<file path="src/rtl/mac_array_pkg.sv">
// Shared types for the MAC array issue/drain scheduler: FSM encoding,
// psum_info field layout and the beat record carried down the pipeline.
package mac_array_pkg;

  typedef enum logic [1:0] {
    ST_IDLE  = 2'd0,
    ST_ISSUE = 2'd1,
    ST_DRAIN = 2'd2,
    ST_DONE  = 2'd3
  } state_t;

  localparam int INFO_W    = 32;
  localparam int PIX_LSB   = 0;
  localparam int PIX_W     = 16;
  localparam int OC_LSB    = 16;
  localparam int OC_W      = 8;
  localparam int GRP_LSB   = 24;
  localparam int GRP_W     = 6;
  localparam int FIRST_BIT = 30;
  localparam int LAST_BIT  = 31;
  // Wide enough for the largest supported array (64 lanes).
  localparam int SEL_W_MAX = 6;

  typedef struct packed {
    logic                 vld;
    logic [INFO_W-1:0]    info;
    logic [SEL_W_MAX-1:0] identity_sel;
    logic                 identity_vld;
  } beat_t;

  function automatic logic [INFO_W-1:0] pack_info(
    input logic             last_grp,
    input logic             first_grp,
    input logic [GRP_W-1:0] grp,
    input logic [OC_W-1:0]  oc,
    input logic [PIX_W-1:0] pix
  );
    return {last_grp, first_grp, grp, oc, pix};
  endfunction

endpackage

</file>
<file path="src/rtl/mac_array_sched_track.sv">
// Stallable PIPE_DEPTH-deep shift register of beat records mirroring the
// MAC core pipeline; the tail entry is the beat presented to psum_acc.
module mac_array_sched_track
  import mac_array_pkg::*;
#(
  parameter int PIPE_DEPTH = 4
) (
  input  logic  clk,
  input  logic  rst_n,
  input  logic  adv,
  input  beat_t beat_in,
  output beat_t tail,
  output logic  body_empty
);

  beat_t [PIPE_DEPTH-1:0] sr;

  always_ff @(posedge clk or negedge rst_n) begin
    if (!rst_n) begin
      sr <= '0;
    end else if (adv) begin
      sr <= {sr[PIPE_DEPTH-2:0], beat_in};
    end
  end

  assign tail = sr[PIPE_DEPTH-1];

  // Everything upstream of the tail is empty.
  always_comb begin
    body_empty = 1'b1;
    for (int i = 0; i < PIPE_DEPTH - 1; i++) begin
      if (sr[i].vld) body_empty = 1'b0;
    end
  end

endmodule

</file>
<file path="src/rtl/mac_array_sched.sv">
// Issue/drain scheduler for the MAC array: walks out_ch x in-group x pixel,
// issues imap reads and drains psum beats. Optional MAC_ARRAY_SCHED_PERF_EN.
module mac_array_sched
  import mac_array_pkg::*;
#(
  parameter int ARRAY_NUM  = 32,
  parameter int CH_W       = 8,
  parameter int MAP_W      = 16,
  parameter int ADDR_W     = 32,
  parameter int PIPE_DEPTH = 4
) (
  input  logic                         clk,
  input  logic                         rst_n,
  input  logic                         conv_start,
  input  logic [CH_W-1:0]              in_ch,
  input  logic [CH_W-1:0]              out_ch,
  input  logic [MAP_W-1:0]             map_size,
  output logic [ADDR_W-1:0]            imap_raddr,
  output logic                         imap_ren,
  output logic                         pipe_en,
  output logic [$clog2(ARRAY_NUM)-1:0] identity_sel,
  output logic                         identity_vld,
  output logic [31:0]                  psum_info,
  output logic                         psum_vld,
  input  logic                         psum_rdy,
  output logic                         busy,
  output logic                         conv_done,
  output logic [31:0]                  stall_cycles
);

  localparam int SEL_W = $clog2(ARRAY_NUM);

  state_t            state;
  logic [CH_W-1:0]   in_ch_q, out_ch_q, n_grp_q;
  logic [MAP_W-1:0]  map_size_q;
  logic [CH_W-1:0]   oc, grp;
  logic [MAP_W-1:0]  pix;
  logic [ADDR_W-1:0] addr;
  logic [CH_W-1:0]   n_grp_calc;
  logic              pix_last, grp_last, oc_last, issue, cfg_ok;
  beat_t             beat_in, tail;
  logic              body_empty;
  logic              sel_unused;

  // Handshake: a beat transfers on a cycle where psum_vld && psum_rdy; an
  // unaccepted beat freezes the whole core, so the tail stays stable.
  assign pipe_en  = !(tail.vld && !psum_rdy);
  assign issue    = (state == ST_ISSUE) && pipe_en;
  assign imap_ren = issue;

  assign n_grp_calc = (in_ch >> SEL_W) + CH_W'(|in_ch[SEL_W-1:0]);
  assign cfg_ok     = (in_ch != '0) && (out_ch != '0) && (map_size != '0);
  assign pix_last   = (pix == map_size_q - MAP_W'(1));
  assign grp_last   = (grp == n_grp_q - CH_W'(1));
  assign oc_last    = (oc == out_ch_q - CH_W'(1));

  always_comb begin
    beat_in = '0;
    if (issue) begin
      beat_in.vld          = 1'b1;
      beat_in.info         = pack_info(grp_last, grp == '0, GRP_W'(grp),
                                       OC_W'(oc), PIX_W'(pix));
      beat_in.identity_sel = SEL_W_MAX'(oc[SEL_W-1:0]);
      beat_in.identity_vld = (grp == (oc >> SEL_W)) && (oc < in_ch_q);
    end
  end

  always_ff @(posedge clk or negedge rst_n) begin
    if (!rst_n) begin
      state      <= ST_IDLE;
      in_ch_q    <= '0;
      out_ch_q   <= '0;
      map_size_q <= '0;
      n_grp_q    <= '0;
      oc         <= '0;
      grp        <= '0;
      pix        <= '0;
      addr       <= '0;
    end else begin
      case (state)
        ST_IDLE: begin
          if (conv_start) begin
            in_ch_q    <= in_ch;
            out_ch_q   <= out_ch;
            map_size_q <= map_size;
            n_grp_q    <= n_grp_calc;
            oc         <= '0;
            grp        <= '0;
            pix        <= '0;
            addr       <= '0;
            state      <= cfg_ok ? ST_ISSUE : ST_DONE;
          end
        end
        ST_ISSUE: begin
          if (pipe_en) begin
            if (!pix_last) begin
              pix  <= pix + MAP_W'(1);
              addr <= addr + ADDR_W'(1);
            end else begin
              pix <= '0;
              if (!grp_last) begin
                grp  <= grp + CH_W'(1);
                addr <= addr + ADDR_W'(1);
              end else begin
                // Address restarts for every output channel.
                grp  <= '0;
                addr <= '0;
                if (oc_last) state <= ST_DRAIN;
                else         oc    <= oc + CH_W'(1);
              end
            end
          end
        end
        ST_DRAIN: begin
          if (body_empty && (!tail.vld || psum_rdy)) state <= ST_DONE;
        end
        default: state <= ST_IDLE;
      endcase
    end
  end

  mac_array_sched_track #(.PIPE_DEPTH(PIPE_DEPTH)) u_track (
    .clk        (clk),
    .rst_n      (rst_n),
    .adv        (pipe_en),
    .beat_in    (beat_in),
    .tail       (tail),
    .body_empty (body_empty)
  );

  assign sel_unused   = ^tail.identity_sel;
  assign imap_raddr   = addr;
  assign psum_vld     = tail.vld;
  assign psum_info    = tail.info;
  assign identity_sel = tail.identity_sel[SEL_W-1:0];
  assign identity_vld = tail.identity_vld;
  assign busy         = (state != ST_IDLE);
  assign conv_done    = (state == ST_DONE);

`ifdef MAC_ARRAY_SCHED_PERF_EN
  logic [31:0] stall_cnt;

  always_ff @(posedge clk or negedge rst_n) begin
    if (!rst_n) begin
      stall_cnt <= '0;
    end else if (state == ST_IDLE && conv_start) begin
      stall_cnt <= '0;
    end else if (busy && !pipe_en && stall_cnt != 32'hFFFF_FFFF) begin
      stall_cnt <= stall_cnt + 32'd1;
    end
  end

  assign stall_cycles = stall_cnt;
`else
  assign stall_cycles = '0;
`endif

endmodule
</file>
<file path="config.mk">
export PLATFORM = sky130hd
export DESIGN_NAME = mac_array_sched
export DESIGN_NICKNAME = d
export VERILOG_FILES = /design/src/rtl/mac_array_pkg.sv /design/src/rtl/mac_array_sched_track.sv /design/src/rtl/mac_array_sched.sv
export SDC_FILE = /design/constraint.sdc
export NUM_CORES = 1
export LEC_CHECK = 0
export ABC_CLOCK_PERIOD_IN_PS = 6800
export BUFFER_PORTS_ARGS = -buffer_cell sky130_fd_sc_hd__buf_4
export CAP_MARGIN = 20
export CORE_MARGIN = 4
export CORE_UTILIZATION = 30
export DETAILED_ROUTE_END_ITERATION = 7
export PLACE_DENSITY = 0.5
export SETUP_SLACK_MARGIN = 0.3
export SYNTH_ARGS = -nofsm -noshare
export SYNTH_HDL_FRONTEND = slang
export SYNTH_SLANG_ARGS = --single-unit
</file>
<file path="constraint.sdc">
create_clock -name clk -period 6.8 [get_ports clk]
set_input_delay 0.68 -clock clk [delete_from_list [all_inputs] [get_ports clk]]
set_output_delay 0.68 -clock clk [all_outputs]
set_load 0.03 [all_outputs]
</file>
Word-level counts from Yosys, hierarchy flattened
Cells that the tools add are included.
Operators by class
  $add $sub $neg: 8
  order comparisons: 1
  eq/ne operators: 14
  mux-type cells: 31
  reductions and logical operators: 23
Operator list (count)
  $mux W32: 4
  $mux W8: 8
  $pmux W32 S2: 1
  $mux W16: 3
  $mux W40: 1
  $add A32 B1 Y32 const B: 1
  $pmux W16 S2: 1
  $pmux W8 S2: 2
  $add A16 B1 Y16 const B: 1
  $add A8 B1 Y8 const B: 2
  $eq A16 B16 Y1: 1
  $eq A8 B8 Y1: 2
  $reduce_bool A16 Y1: 1
  $reduce_bool A8 Y1: 2
  $sub A16 B1 Y16 const B: 1
  $sub A8 B1 Y8 const B: 2
  $mux W2: 7
  $ne A2 B2 Y1 const B: 7
  $reduce_and A6 Y1: 2
  $eq A8 B3 Y1: 1
  $logic_not A8 Y1: 1
  $lt A8 B8 Y1: 1
  $logic_and A1 B1 Y1: 6
  $pmux W2 S3: 1
  other kinds (12): 18
Storage, ports and cells
  flip-flop bits (word level): 262
  bits of input ports: 36
  output and inout bits: 107
  logic and storage cells: 102

Longest topological paths before layout
  word-level depth: 7
  depth in mapped cells: 11
  gate-level depth less buffers: 9

Hierarchy
From an unflattened synthesis, not the netlist that was laid out.
Unflattened totals
  cells, all modules: 1082
  area, all modules: 13210.2 µm²
By module, submodules not included
  mac_array_sched_track: times used 1, cells an instance 379, area each 6651.4 µm², sequential area each 4003.8 µm²
  mac_array_sched: times used 1, cells an instance 703, area each 6558.8 µm², sequential area each 2552.4 µm²

Least setup slack after synthesis
OpenSTA, ideal clock, no wires.
  path type: register to register
  from: register state[1]
  to: register addr[25] (netlist: imap_raddr[25])
  library setup time: 0.077 ns
  data arrival time: 2.702 ns
  data required time: 6.723 ns
  slack: 4.021 ns
  cell stages (with the launch flop): 11
  buffers on the path: 1
  clock period less this slack: 2.779 ns
  path through: dfrtp_1 inv_1 ha_1 buf_2 mux2i_1 a2111oi_1 nand2_1 nor2_1 nand3_1 xor2_1 a21oi_1
Between the ends
  word-level cells in the longest chain between the ends: 3
  elaborated cells on any way between the ends: 7
  classes of those cells: eq/ne (3); mux (1); reduce/logical (3)
Ends and longest elaborated chain
  from (decl): line mac_array_sched.sv:33  | state_t state;
  from (signal assigned): line mac_array_sched.sv:91  | state <= cfg_ok ? ST_ISSUE : ST_DONE;
  $eq A2 B1 Y1 / $logic_not A2 Y1 (equally long branches): line mac_array_sched.sv:80  | case (state)
  $ne A2 B2 Y1 (no line) / $reduce_bool A2 Y1 (equally long branches)
  $reduce_and A3 Y1 (no line)
  to (signal assigned): line mac_array_sched.sv:98  | addr <= addr + ADDR_W'(1);
  to (signal assigned): line mac_array_sched.sv:103  | addr <= addr + ADDR_W'(1);
  to (decl): line mac_array_sched.sv:38  | logic [ADDR_W-1:0] addr;
Parallel ways exist; a longest one is shown, timed or not.
A chain may end at the register's enable or synchronous reset.

Worst setup path in the final report
  from: register state[1]
  to: register grp[6]
Between the ends
  word-level cells in the longest chain between the ends: 3
  elaborated cells on any way between the ends: 8
  classes of those cells: eq/ne (4); mux (1); reduce/logical (3)
Ends and longest elaborated chain
  $eq A2 B1 Y1 / $logic_not A2 Y1 (equally long branches): line mac_array_sched.sv:80
  $ne A2 B2 Y1 (no line) / $reduce_bool A2 Y1 (equally long branches)
  $reduce_and A4 Y1 (no line)
  to (signal assigned): line mac_array_sched.sv:102  | grp <= grp + CH_W'(1);
  to (decl): line mac_array_sched.sv:36  | logic [CH_W-1:0] oc, grp;
Parallel ways exist; a longest one is shown, timed or not.

==> impl_metrics.toml <==
[layout]
final_layout_size_suffix_gt1_share_pct = 15.6
diodes = 0
finalInstanceArea_sq_um = 13800
syn_to_final_growth_pct = 15.0
nNetsFinal = 1415

[setup_path]
cp_max_fo = 55
cp.arrival_ns = 4.30
end_kind = "register"
start_kind = "register"
worst-setup-path-type = "register to register"
worstPathRequired_ns = 7.24

[routing]
drtIter0Drc = 585
drc = 0
avgViaCountPerCell = 4.69
vias = 8878
routed_wl_um = 28500
antenna_left = 0
wire_per_inst_um = 15.0
drt_pass1_iterations = 6

[clock_network]
cts_buffers = 28
cts_tree = "built"
root_buffer = "clkbuf_16"
post_cts_resized = 0
clk_latency_ns = 0.54
clk_pin_slew_ns = 0.06
cts.hold.buffers_added = 0
cts.sinks = 238
cts_max_level = 1
post_cts_buffers = 0
cts.path.max_buffers = 3

[global_routing]
grt_pass1_wl_um = 48000
grt_overflow = 0
grt_usage_pct = 12.9
antenna_found_initial = 0
grt_max_degree = 109
grt_pass1_vias = 8904

[pwr]
p_leak_nw = 6.86
power_mw = 4.88
max-vdd-ir-drop_mv = 0.198
powerDensity_nw_per_um2 = 354

[synthesis]
synth.ff_latch_count = 238
avgSynthCellArea_sq_um = 9.10
synth-main-ff-cell = "dfrtp_1"
ys_types = 69
ys_seq_area_share_pct = 49.7
syn-cell-area_sq_um = 12000
synth_warnings = 0
async_flop_share_pct = 100
synth_edf_count = 0
synthCells = 1317

[flow_run]
drv_cap = 0

[placement]
dp_hpwl_um = 19300
io_buffers = 110
place_area_sq_um = 12900
gp_congestion = 0.824

[floorplanning]
die_w_um = 208
die-height_um = 208
num_rows = 72
ios = 143
start_util_pct = 30.7
coreArea_sq_um = 39100
dieArea_sq_um = 43200

[sta]
worst-slew-pin-transition_ns = 1.06
timing.final.crit_period_ns = 3.86
rsz0062_at_grt = "false"
skew_ns = 0.0116
drv_slew = 0
maxSlewHeadroom_pct = 29.4
setup_violations = 0
post-route-period-util_pct = 56.7
fin_tns_setup_ns = 0
fmax_mhz = 259
timing.final.hold_violations = 0

[outcome]
outcome = "complete, no violations"

[min_path]
hold_class = "input port to asynchronous set/reset pin"
synthesized netlist by cell type, types with 4 or more instances:
master	count	share of area [%]
or4_1	4	0.25
nand2_1	410	13
and4_1	7	0.51
buf_2	8	0.33
xor2_1	46	3.4
o21bai_1	5	0.31
clkbuf_1	57	1.8
nand4_1	22	1.1
mux2i_1	5	0.42
a21o_1	5	0.31
nor3_1	17	0.71
buf_4	69	4.3
ha_1	23	2.4
mux2_2	35	3.3
nand4b_1	5	0.37
xnor2_1	35	2.6
o211ai_1	4	0.25
o21ai_0	26	1.1
buf_1	9	0.28
inv_1	33	1.0
o21a_1	4	0.25
and2_1	4	0.21
and3_1	16	0.84
nor2_1	39	1.2
nand3_1	57	2.4
a211oi_1	6	0.38
nor4_1	16	0.84
nor2b_1	8	0.42
dfrtp_1	238	50
a21oi_1	45	1.9
worst paths after layout:
path | depth (start not counted) | start | slack [ns] | end
max | 8 | state[1]$_DFFE_PN0P_ | 2.94 | grp[6]$_DFFE_PN0P_
min | 1 | rst_n | 0.19 | map_size_q[6]$_DFFE_PN0P_
max reg2reg | 8 | state[1]$_DFFE_PN0P_ | 2.94 | grp[6]$_DFFE_PN0P_
min reg2reg | 2 | u_track.tail[11]$_DFFE_PN0N_ | 0.46 | u_track.tail[11]$_DFFE_PN0N_
max in group asynchronous | 2 | rst_n | 5.08 | u_track.tail[31]$_DFFE_PN0N_
min in group clk | 2 | out_ch[6] | 0.39 | out_ch_q[6]$_DFFE_PN0P_
through the flow:
step | cells | worst slack, ns | utilization [%] | hold slack (ns)
floorplan | 1348 | 4.02 | - | 0.384
global placement | 1843 | 3.07 | 32.9 | 0.443
detailed placement | 1844 | 2.96 | 33.0 | 0.453
CTS | 1893 | 2.94 | 35.3 | 0.250
global route | 1893 | 2.58 | 35.3 | 0.293
finish | 1893 | 2.94 | 35.3 | 0.190
critical path, stage by stage (launching register included):
cell	delay (ns)
dfrtp_1	0.42
inv_1	0.10
ha_2	0.88
mux2i_1	0.54
a21oi_4	0.25
buf_4	0.53
nand2_1	0.25
or4_1	0.57
a22oi_1	0.20
where the power goes:
part / leakage, nW / internal (mW) / total [mW] / switching, mW
Sequential: 3.22 / 1.64 / 1.91 / 0.266
Clock: 0.439 / 0.883 / 1.47 / 0.583
Combinational: 3.20 / 0.554 / 1.51 / 0.952
Total: 6.86 / 3.08 / 4.88 / 1.80
cell families after synthesis:
group | after synthesis | synth area share, %
flip-flops | 238 | 49.7
AND/OR/NAND/NOR | 631 | 23.7
multiplexers | 40 | 3.71
adder cells (fa/ha/maj) | 23 | 2.40
XOR/XNOR | 81 | 5.92
buffers and inverters | 176 | 7.76
other | 1 | 0.0313
AO/OA/AOI/OAI | 127 | 6.74
cell usage in the layout (no fill, tap or decap), types with 7 or more instances in the layout:
master	instances
xor2_1	46
a21oi_1	44
clkbuf_16	29
dfrtp_1	238
ha_1	22
nor2_1	39
nand2_1	410
and3_1	16
inv_1	32
conb_1	32
nand3_1	57
nor2b_1	7
mux2_2	35
clkbuf_1	7
nor4_1	16
o21ai_0	26
xnor2_1	35
nand4_1	22
buf_4	120
nor3_1	17
and4_1	7
per-layer routing:
| metal | global-route usage (%) | part of all wire (%) | vias up |
|---|---|---|---|
| met5 | 0 | 0 | - |
| met4 | 2.79 | 1.4 | 0 |
| met3 | 2.06 | 4.4 | 38 |
| met2 | 19.7 | 43 | 168 |
| met1 | 19.3 | 51 | 4302 |
| li1 | - | - | 4370 |
sequential cells by signal, summed over array words and instances (netlist names):
name          cells
imap_raddr       32
grp               8
u_track.sr      102
u_track.tail     34
out_ch_q          8
pix              16
state             2
map_size_q       16
oc                8
n_grp_q           4
in_ch_q           8
cell type report:
| cell class | count | area [sq um] |
|---|---|---|
| clock buffers | 39 | 793 |
| clock inverters | 10 | 105 |
| fillers | 4051 | 25300 |
| inverters | 33 | 126 |
| multi-input cells | 934 | 5240 |
| flip-flops and latches | 238 | 5960 |
| well taps | 518 | 648 |
| repair buffers | 121 | 916 |
(Power assumes the default switching activity.)
